[config.mk]
export PLATFORM = sky130hd
export DESIGN_NAME = cp0_irq_timer
export DESIGN_NICKNAME = d
export VERILOG_FILES = /design/src/rtl/cp0_irq_timer.sv
export SDC_FILE = /design/constraint.sdc
export NUM_CORES = 1
export LEC_CHECK = 0
export BUFFER_PORTS_ARGS = -buffer_cell sky130_fd_sc_hd__buf_4
export CAP_MARGIN = 20
export CORE_MARGIN = 1.5
export CORE_UTILIZATION = 48
export CTS_CLUSTER_DIAMETER = 30
export CTS_CLUSTER_SIZE = 16
export DETAILED_ROUTE_END_ITERATION = 12
export GPL_TIMING_DRIVEN = 0
export PLACE_DENSITY = 0.75
export SLEW_MARGIN = 20
export SYNTH_ARGS = -nofsm -noshare
export SYNTH_HDL_FRONTEND = slang
export SYNTH_SLANG_ARGS = --single-unit
[constraint.sdc]
create_clock -name clk -period 5.2 [get_ports clk]
set_input_delay 0.52 -clock clk [delete_from_list [all_inputs] [get_ports clk]]
set_output_delay 0.52 -clock clk [all_outputs]
set_load 0.01 [all_outputs]
[src/rtl/cp0_irq_timer.sv]
// MIPS coprocessor 0 for the multi-cycle core: Status/Cause/EPC, Count/Compare
// timer and level-sensitive external interrupts with exception redirect.
module cp0_irq_timer #(
    parameter int unsigned NUM_IRQ    = 6,
    parameter logic [31:0] EXC_VECTOR = 32'h4,
    parameter int unsigned COUNT_DIV  = 2,
    parameter logic [31:0] STATUS_RST = 32'h1
) (
    input  logic               clk,
    input  logic               rst,
    input  logic               mfc0,
    input  logic               mtc0,
    input  logic [4:0]         rd,
    input  logic [31:0]        wdata,
    input  logic [31:0]        pc,
    input  logic               exception,
    input  logic [4:0]         cause,
    input  logic               eret,
    input  logic [NUM_IRQ-1:0] irq,
    output logic [31:0]        rdata,
    output logic [31:0]        status,
    output logic [31:0]        epc,
    output logic               timer_int,
    output logic               exc_take,
    output logic [31:0]        exc_addr
);

    localparam int unsigned PW = (COUNT_DIV > 1) ? $clog2(COUNT_DIV) : 1;
    localparam logic [4:0] REG_COUNT   = 5'd9;
    localparam logic [4:0] REG_COMPARE = 5'd11;
    localparam logic [4:0] REG_STATUS  = 5'd12;
    localparam logic [4:0] REG_CAUSE   = 5'd13;
    localparam logic [4:0] REG_EPC     = 5'd14;

    logic [31:0]   count_q, count_d;
    logic [31:0]   compare_q, compare_d;
    logic [31:0]   status_q, status_d;
    logic [31:0]   epc_q, epc_d;
    logic [4:0]    exc_code_q, exc_code_d;
    logic [6:0]    ip_ext_q, ip_ext_d;
    logic          ip_timer_q, ip_timer_d;
    logic [PW-1:0] presc_q, presc_d;
    logic          take_q, take_d;
    logic [31:0]   addr_q, addr_d;

    logic [7:0]    ip;
    logic          int_req;
    logic          do_mtc0;
    logic          wr_count;
    logic          wr_compare;
    logic          tick;
    logic [31:0]   count_inc;

    // rdata is combinational and always valid, so the read strobe carries no work
    logic unused;
    assign unused = mfc0;

    assign ip         = {ip_timer_q, ip_ext_q};
    assign int_req    = status_q[0] & ~status_q[1] & (|(ip & status_q[15:8]));
    assign do_mtc0    = mtc0 & ~exception & ~int_req & ~eret;
    assign wr_count   = do_mtc0 && (rd == REG_COUNT);
    assign wr_compare = do_mtc0 && (rd == REG_COMPARE);
    assign tick       = (presc_q == PW'(COUNT_DIV - 1));
    assign count_inc  = 32'(count_q + 32'd1);

    // Exception / interrupt / eret / mtc0 arbitration, one action per cycle
    always_comb begin
        status_d   = status_q;
        epc_d      = epc_q;
        exc_code_d = exc_code_q;
        take_d     = 1'b0;
        addr_d     = addr_q;
        if (exception) begin
            take_d = 1'b1;
            if (!status_q[1]) begin
                status_d[1] = 1'b1;
                exc_code_d  = cause;
                epc_d       = pc;
                addr_d      = EXC_VECTOR;
            end else begin
                addr_d = pc;
            end
        end else if (int_req) begin
            take_d      = 1'b1;
            status_d[1] = 1'b1;
            exc_code_d  = 5'd0;
            epc_d       = pc;
            addr_d      = EXC_VECTOR;
        end else if (eret) begin
            take_d      = 1'b1;
            status_d[1] = 1'b0;
            addr_d      = epc_q;
        end else if (mtc0) begin
            case (rd)
                REG_STATUS: status_d = wdata;
                REG_EPC:    epc_d    = wdata;
                default:    ;
            endcase
        end
    end

    // Count/Compare timer; a software write wins over the same-cycle tick
    always_comb begin
        count_d    = count_q;
        compare_d  = compare_q;
        presc_d    = presc_q;
        ip_timer_d = ip_timer_q;
        ip_ext_d   = 7'(irq);
        if (wr_count) begin
            count_d = wdata;
            presc_d = '0;
        end else if (tick) begin
            presc_d = '0;
            count_d = count_inc;
            if (count_inc == compare_q) begin
                ip_timer_d = 1'b1;
            end
        end else begin
            presc_d = PW'(presc_q + 1'b1);
        end
        if (wr_compare) begin
            compare_d  = wdata;
            ip_timer_d = 1'b0;
        end
    end

    always_ff @(posedge clk or posedge rst) begin
        if (rst) begin
            count_q    <= '0;
            compare_q  <= '0;
            status_q   <= STATUS_RST;
            epc_q      <= '0;
            exc_code_q <= '0;
            ip_ext_q   <= '0;
            ip_timer_q <= 1'b0;
            presc_q    <= '0;
            take_q     <= 1'b0;
            addr_q     <= '0;
        end else begin
            count_q    <= count_d;
            compare_q  <= compare_d;
            status_q   <= status_d;
            epc_q      <= epc_d;
            exc_code_q <= exc_code_d;
            ip_ext_q   <= ip_ext_d;
            ip_timer_q <= ip_timer_d;
            presc_q    <= presc_d;
            take_q     <= take_d;
            addr_q     <= addr_d;
        end
    end

    always_comb begin
        case (rd)
            REG_COUNT:   rdata = count_q;
            REG_COMPARE: rdata = compare_q;
            REG_STATUS:  rdata = status_q;
            REG_CAUSE:   rdata = {16'h0, ip, 1'b0, exc_code_q, 2'b00};
            REG_EPC:     rdata = epc_q;
            default:     rdata = 32'h0;
        endcase
    end

    assign status    = status_q;
    assign epc       = epc_q;
    assign timer_int = ip_timer_q;
    assign exc_take  = take_q;
    assign exc_addr  = addr_q;

endmodule

# Word level (Yosys, flattened, before mapping)
# Index checks and enable logic that the tools add are counted.
[classes] order_cmp=0 bitwise=10 eq_ne=9 n_reduce_logical=17 n_mul=0 div=0 n_addsub=2 mux=30 shifts=0
[ops] operator="two-way mux 32 bit" count=12
[ops] operator="case mux 32 bit (5 select lines)" count=1
[ops] operator="adder 32 x 1 -> 32 bit, second input constant" count=1
[ops] operator="equality test 32 bit" count=1
[ops] operator="equality test 5 x 4 -> 1 bit, second input constant" count=5
[ops] operator="two-way mux 5 bit" count=3
[ops] operator="two-way mux 1 bit" count=12
[ops] operator="nonzero test 3 bit" count=3
[ops] operator="bitwise AND 8 bit" count=1
[ops] operator="nonzero test 2 bit" count=4
[ops] operator="nonzero test 4 bit" count=2
[ops] operator="OR reduction 8 bit" count=1
[ops] operator="bitwise AND 1 bit" count=5
[ops] operator="AND reduction 5 bit" count=1
[ops] operator="two-way mux 2 bit" count=2
[ops] operator="inverter 1 bit" count=4
[ops] operator="AND reduction 2 bit" count=2
[ops] operator="AND reduction 4 bit" count=1
[ops] operator="!= test 3 x 2 -> 1 bit, second input constant" count=1
[ops] operator="AND reduction 3 bit" count=1
[ops] operator="logical AND 1 bit" count=2
[ops] operator="!= test 2 x 1 -> 1 bit, second input constant" count=1
[ops] operator="!= test 2 bit, second input constant" count=1
[ops] operator="adder 1 bit, second input constant" count=1
[totals] output_inout_bits=130 regBits=174 mem_count=0 input_bits=86 word_cells=79 latch_bits=0 ram_bits=0 romBits=0

# Logic depth before layout (Yosys ltp)
[depth] ltp_word=9 mapped_depth=9 mapped_depth_nobuf=8

# Least setup slack after synthesis
# Ideal clock, no wire load.
[synth_timing] path_type="input port to output port" start="input rd[1]" end="output rdata[0]" stages=5 required_ns=4.680 arrival_ns=2.032 n_path_buf=4 slack_ns=2.648 cell_sequence="clkbuf_1 -> clkbuf_1 -> buf_1 -> clkbuf_1 -> a21oi_1"
[synth_between] elab_chain_len=2 word_cells_on_any_way=6 classes_between="eq/ne (5); mux (1)"
[synth_lines] element="start, declared" line="13" rtl="input logic [4:0] rd,"
[synth_lines] element="equality test 5 x 4 -> 1 bit" line="154" rtl="case (rd)"
[synth_lines] element="case mux 32 bit (5 select lines) *" line="154"
[synth_lines] element="end, declared" line="20" rtl="output logic [31:0] rdata,"
# Every way passes the cells marked *; elsewhere a longest branch is shown, timed or not.

# Worst setup path in the final report
[layout_timing] start="input rd[1]" end="output rdata[7]"
# The elaborated chain is that of the path after synthesis.

==> results.md <==
* Hold Buf Count CTS at 0
* DR vias/cell at roughly 5.8
* Setup tns final at 0 ns
* CP Capture Type: output port
* Number of global-route vias before repair at 8222
* Minimum hold slack at between 0.06 and 0.07 ns
* Root Buffer: clkbuf_16
* Ratio of cells with drive above 1 in the final layout at 0.289
* CTS clk-pin slew, worst paths at roughly 0.07 ns
* Post-synth ARST share at 1.00
* Status: completed
* Max-cap viol count at 0
* Ys flop type: dfrtp_1
* Required time worst endpoint at about 4.7 ns
* Critical path fanouts, max at 10
* Routed wire per std cell at between 20 and 25 um
* Top cell type's share of synthesized area at 0.457
* Hold Violations, Final at 0
* Final ANT Viol Nets at 0
* Setup Viol. Count Final at 0
* Area grow syn2layout at 27.9%
* Synth Register Bits at 174
* DRC violations left at 0
* Initial core utilization at 0.488
* Total vias in the final route at slightly below 9k
* Core ar. at between 15000 and 20000 sq um
* Slew HR at 0.314
* F_max at approximately 260 MHz
* Port buffer count at approximately 210
* First DRT Iteration DRCs at between 900 and 1k
* # rows at between 50 and 60
* Peak VDD IR at between 0.2 and 0.3 mV
* Post-Syn Instances at roughly 980
* Pre-antenna DRT Iters at 5
* RR Endpoint: status[14]$_DFFE_PP0P_
* Initial antenna violation count at 0
* EDFF count, synth at 0
* Dpl hpwl at approximately 23000 um
* N_diodes at 0
* Share of the yosys chip area belonging to registers at 0.460
* Clk buf depth at 2
* Synth cell types at between 50 and 60
* Min-delay worst type: primary input to async pin
* Mapped Nets at about 1.1k
* Worst slew pin tran at approximately 1 ns
* Num ports at 216
* Tot Pwr at roughly 4.0 mW
* CTS tree: done
* WS Path Type: primary input to output port
* Unrepaired setup endpoints after global routing: no
* Worst setup SP type: primary input
* CTS sink cnt at roughly 170
* Setup bufs post-CTS at 0
* Synthesized area per cell at about 9.7 sq um
* Clk_lat worst skew at between 0.4 and 0.5 ns
* Die height at 143 um
* Inst Count DP at between 1k and 1.5k
* Nets at 1303
* Overflow after GRT at 0
* Largest net degree at the start of global routing at 34
* P_leak at about 5.4 nW
* Final Core Density at 0.624
* Die X at approximately 140 um
* Synth top area cells: dfrtp_1 (46%), mux2_2 (8.4%), mux2i_1 (5.2%)
* Reg-to-Reg Start: status[11]$_DFFE_PP0P_
* Crit path time final at 3.81 ns
* GPL Wtd Cong at 0.931
* R2R Setup Slk at between 2 and 2.5 ns
* WP data arrival at roughly 3.3 ns
* Synth Warn # at 0
* H-tree Lvls at 4
* Area leader, netlist: dfrtp_1
* Post-Synthesis Cell Area at 9470 sq um
* Pwr/cell area at about 330 nW/um^2
* First-pass GRT wire length at 47000 um
* Layout Cells excl Fill at 1494
* Post_cts resized at 0
* Wirelength, routed at ~31000 um
* Total Die Area at roughly 21000 sq um
* R2R cell count at 8
* Number of CTS-inserted buffers at 17
* Slew Viols, Final at 0
* Fin crit share at 0.732
* Global Route Usage Sum at 0.302
* Final Skew at roughly 0.0079 ns
cell type report:
| class | count | area (sq um) |
|---|---|---|
| timing repair buffer | 219 | 1730 |
| buffer | 76 | 317 |
| tap | 265 | 332 |
| multi-input combinational | 721 | 4770 |
| sequential | 174 | 4360 |
| clock inverter | 14 | 134 |
| fill | 1677 | 7290 |
| clock buffer | 18 | 439 |
| inverter | 7 | 30.0 |
placed cells by master (no fill, tap or decap), types with 2 or more instances in the layout:
cell type	n
nor4_1	6
buf_1	6
xor2_1	36
mux2_2	71
xnor2_1	39
nand3_1	21
buf_12	4
and3_1	14
o2111ai_1	2
and3b_1	2
clkinv_4	4
clkbuf_1	51
inv_1	6
clkbuf_16	17
buf_16	2
mux2i_1	49
and4_1	2
a21oi_1	90
a22o_1	5
mux2_1	5
and2_1	7
buf_4	216
inv_6	4
nor3b_1	4
dfrtp_1	173
a221oi_1	20
a22oi_1	34
nor3_1	9
nor2b_1	4
clkinv_2	3
clkinvlp_4	2
nand2_1	102
nor3_2	2
buf_2	14
clkbuf_2	2
nand4_1	13
nor2_1	83
a31o_2	3
o21ai_0	79
report_power, final:
part	internal (mW)	switching, mW
clock network	0.681	0.594
logic	0.465	0.536
registers	1.53	0.181
how the worst max path moves through the flow:
stage,startpoint,to,cells after the start
after floorplan,rst,compare_q[0]$_DFFE_PP0P_,1
after detailed placement,rd[1],rdata[7],6
after global placement,rst,exc_addr[29]$_DFFE_PP0P_,2
after global routing,rd[1],rdata[16],6
final,rd[1],rdata[7],6
after CTS,rd[1],rdata[7],6
cell families (layout without fill, tap and decap cells):
| group | after synthesis | after routing | share of synthesized area |
|---|---|---|---|
| adder cells (fa/ha/maj) | 1 | 1 | 0.00132 |
| buffers and inverters | 83 | 334 | 0.0362 |
| multiplexers | 125 | 125 | 0.142 |
| AND/OR/NAND/NOR | 277 | 277 | 0.137 |
| flip-flops | 174 | 174 | 0.460 |
| XOR/XNOR | 75 | 75 | 0.0694 |
| AO/OA/AOI/OAI | 243 | 243 | 0.154 |
synthesized netlist by cell type (2+ instances only):
master     count
o21ai_0       79
xnor2_1       39
inv_1          7
o2111ai_1      2
nor3_1         9
clkbuf_1      51
buf_1          6
a221oi_1      20
a22oi_1       34
buf_4          3
and3_1        14
dfrtp_1      173
nor4_1         6
a22o_1         5
nand4_1       13
clkbuf_2       2
nor2_1        83
and2_1         7
nor2b_1        4
nand3_1       21
nor3_2         2
buf_2         14
a21oi_1       90
and4_1         2
and3b_1        2
mux2_1         5
xor2_1        36
mux2_2        71
a31o_2         3
mux2i_1       49
nor3b_1        4
nand2_1      102
sequential cells by signal (all words and copies together), names as in the netlist:
signal      cells
compare_q      32
count_q        32
epc            32
exc_addr       32
exc_code_q      5
exc_take        1
ip_ext_q        6
presc_q         1
status         32
timer_int       1
per-stage QoR:
step	setup WS [ns]	instance area, sq um
2_1_floorplan	2.46	9470
3_3_place_gp	1.31	11400
3_5_place_dp	1.49	11500
4_1_cts	1.49	12100
5_1_grt	1.35	12100
6_report	1.39	12100
worst max-delay path: stages:
cell,delay [ns]
clkbuf_1,0.32
clkbuf_1,0.62
buf_1,0.74
clkbuf_1,0.61
a21oi_1,0.25
buf_4,0.21
per-layer routing:
| metal | vias to the layer above | GRT usage | share of wire |
|---|---|---|---|
| li1 | 3960 | - | - |
| met1 | 4336 | 0.430 | 0.43 |
| met2 | 379 | 0.472 | 0.47 |
| met3 | 34 | 0.0553 | 0.083 |
| met4 | 0 | 0.0881 | 0.016 |
| met5 | - | 0 | 0 |
No activity file was read; power rests on OpenSTA's default activity.
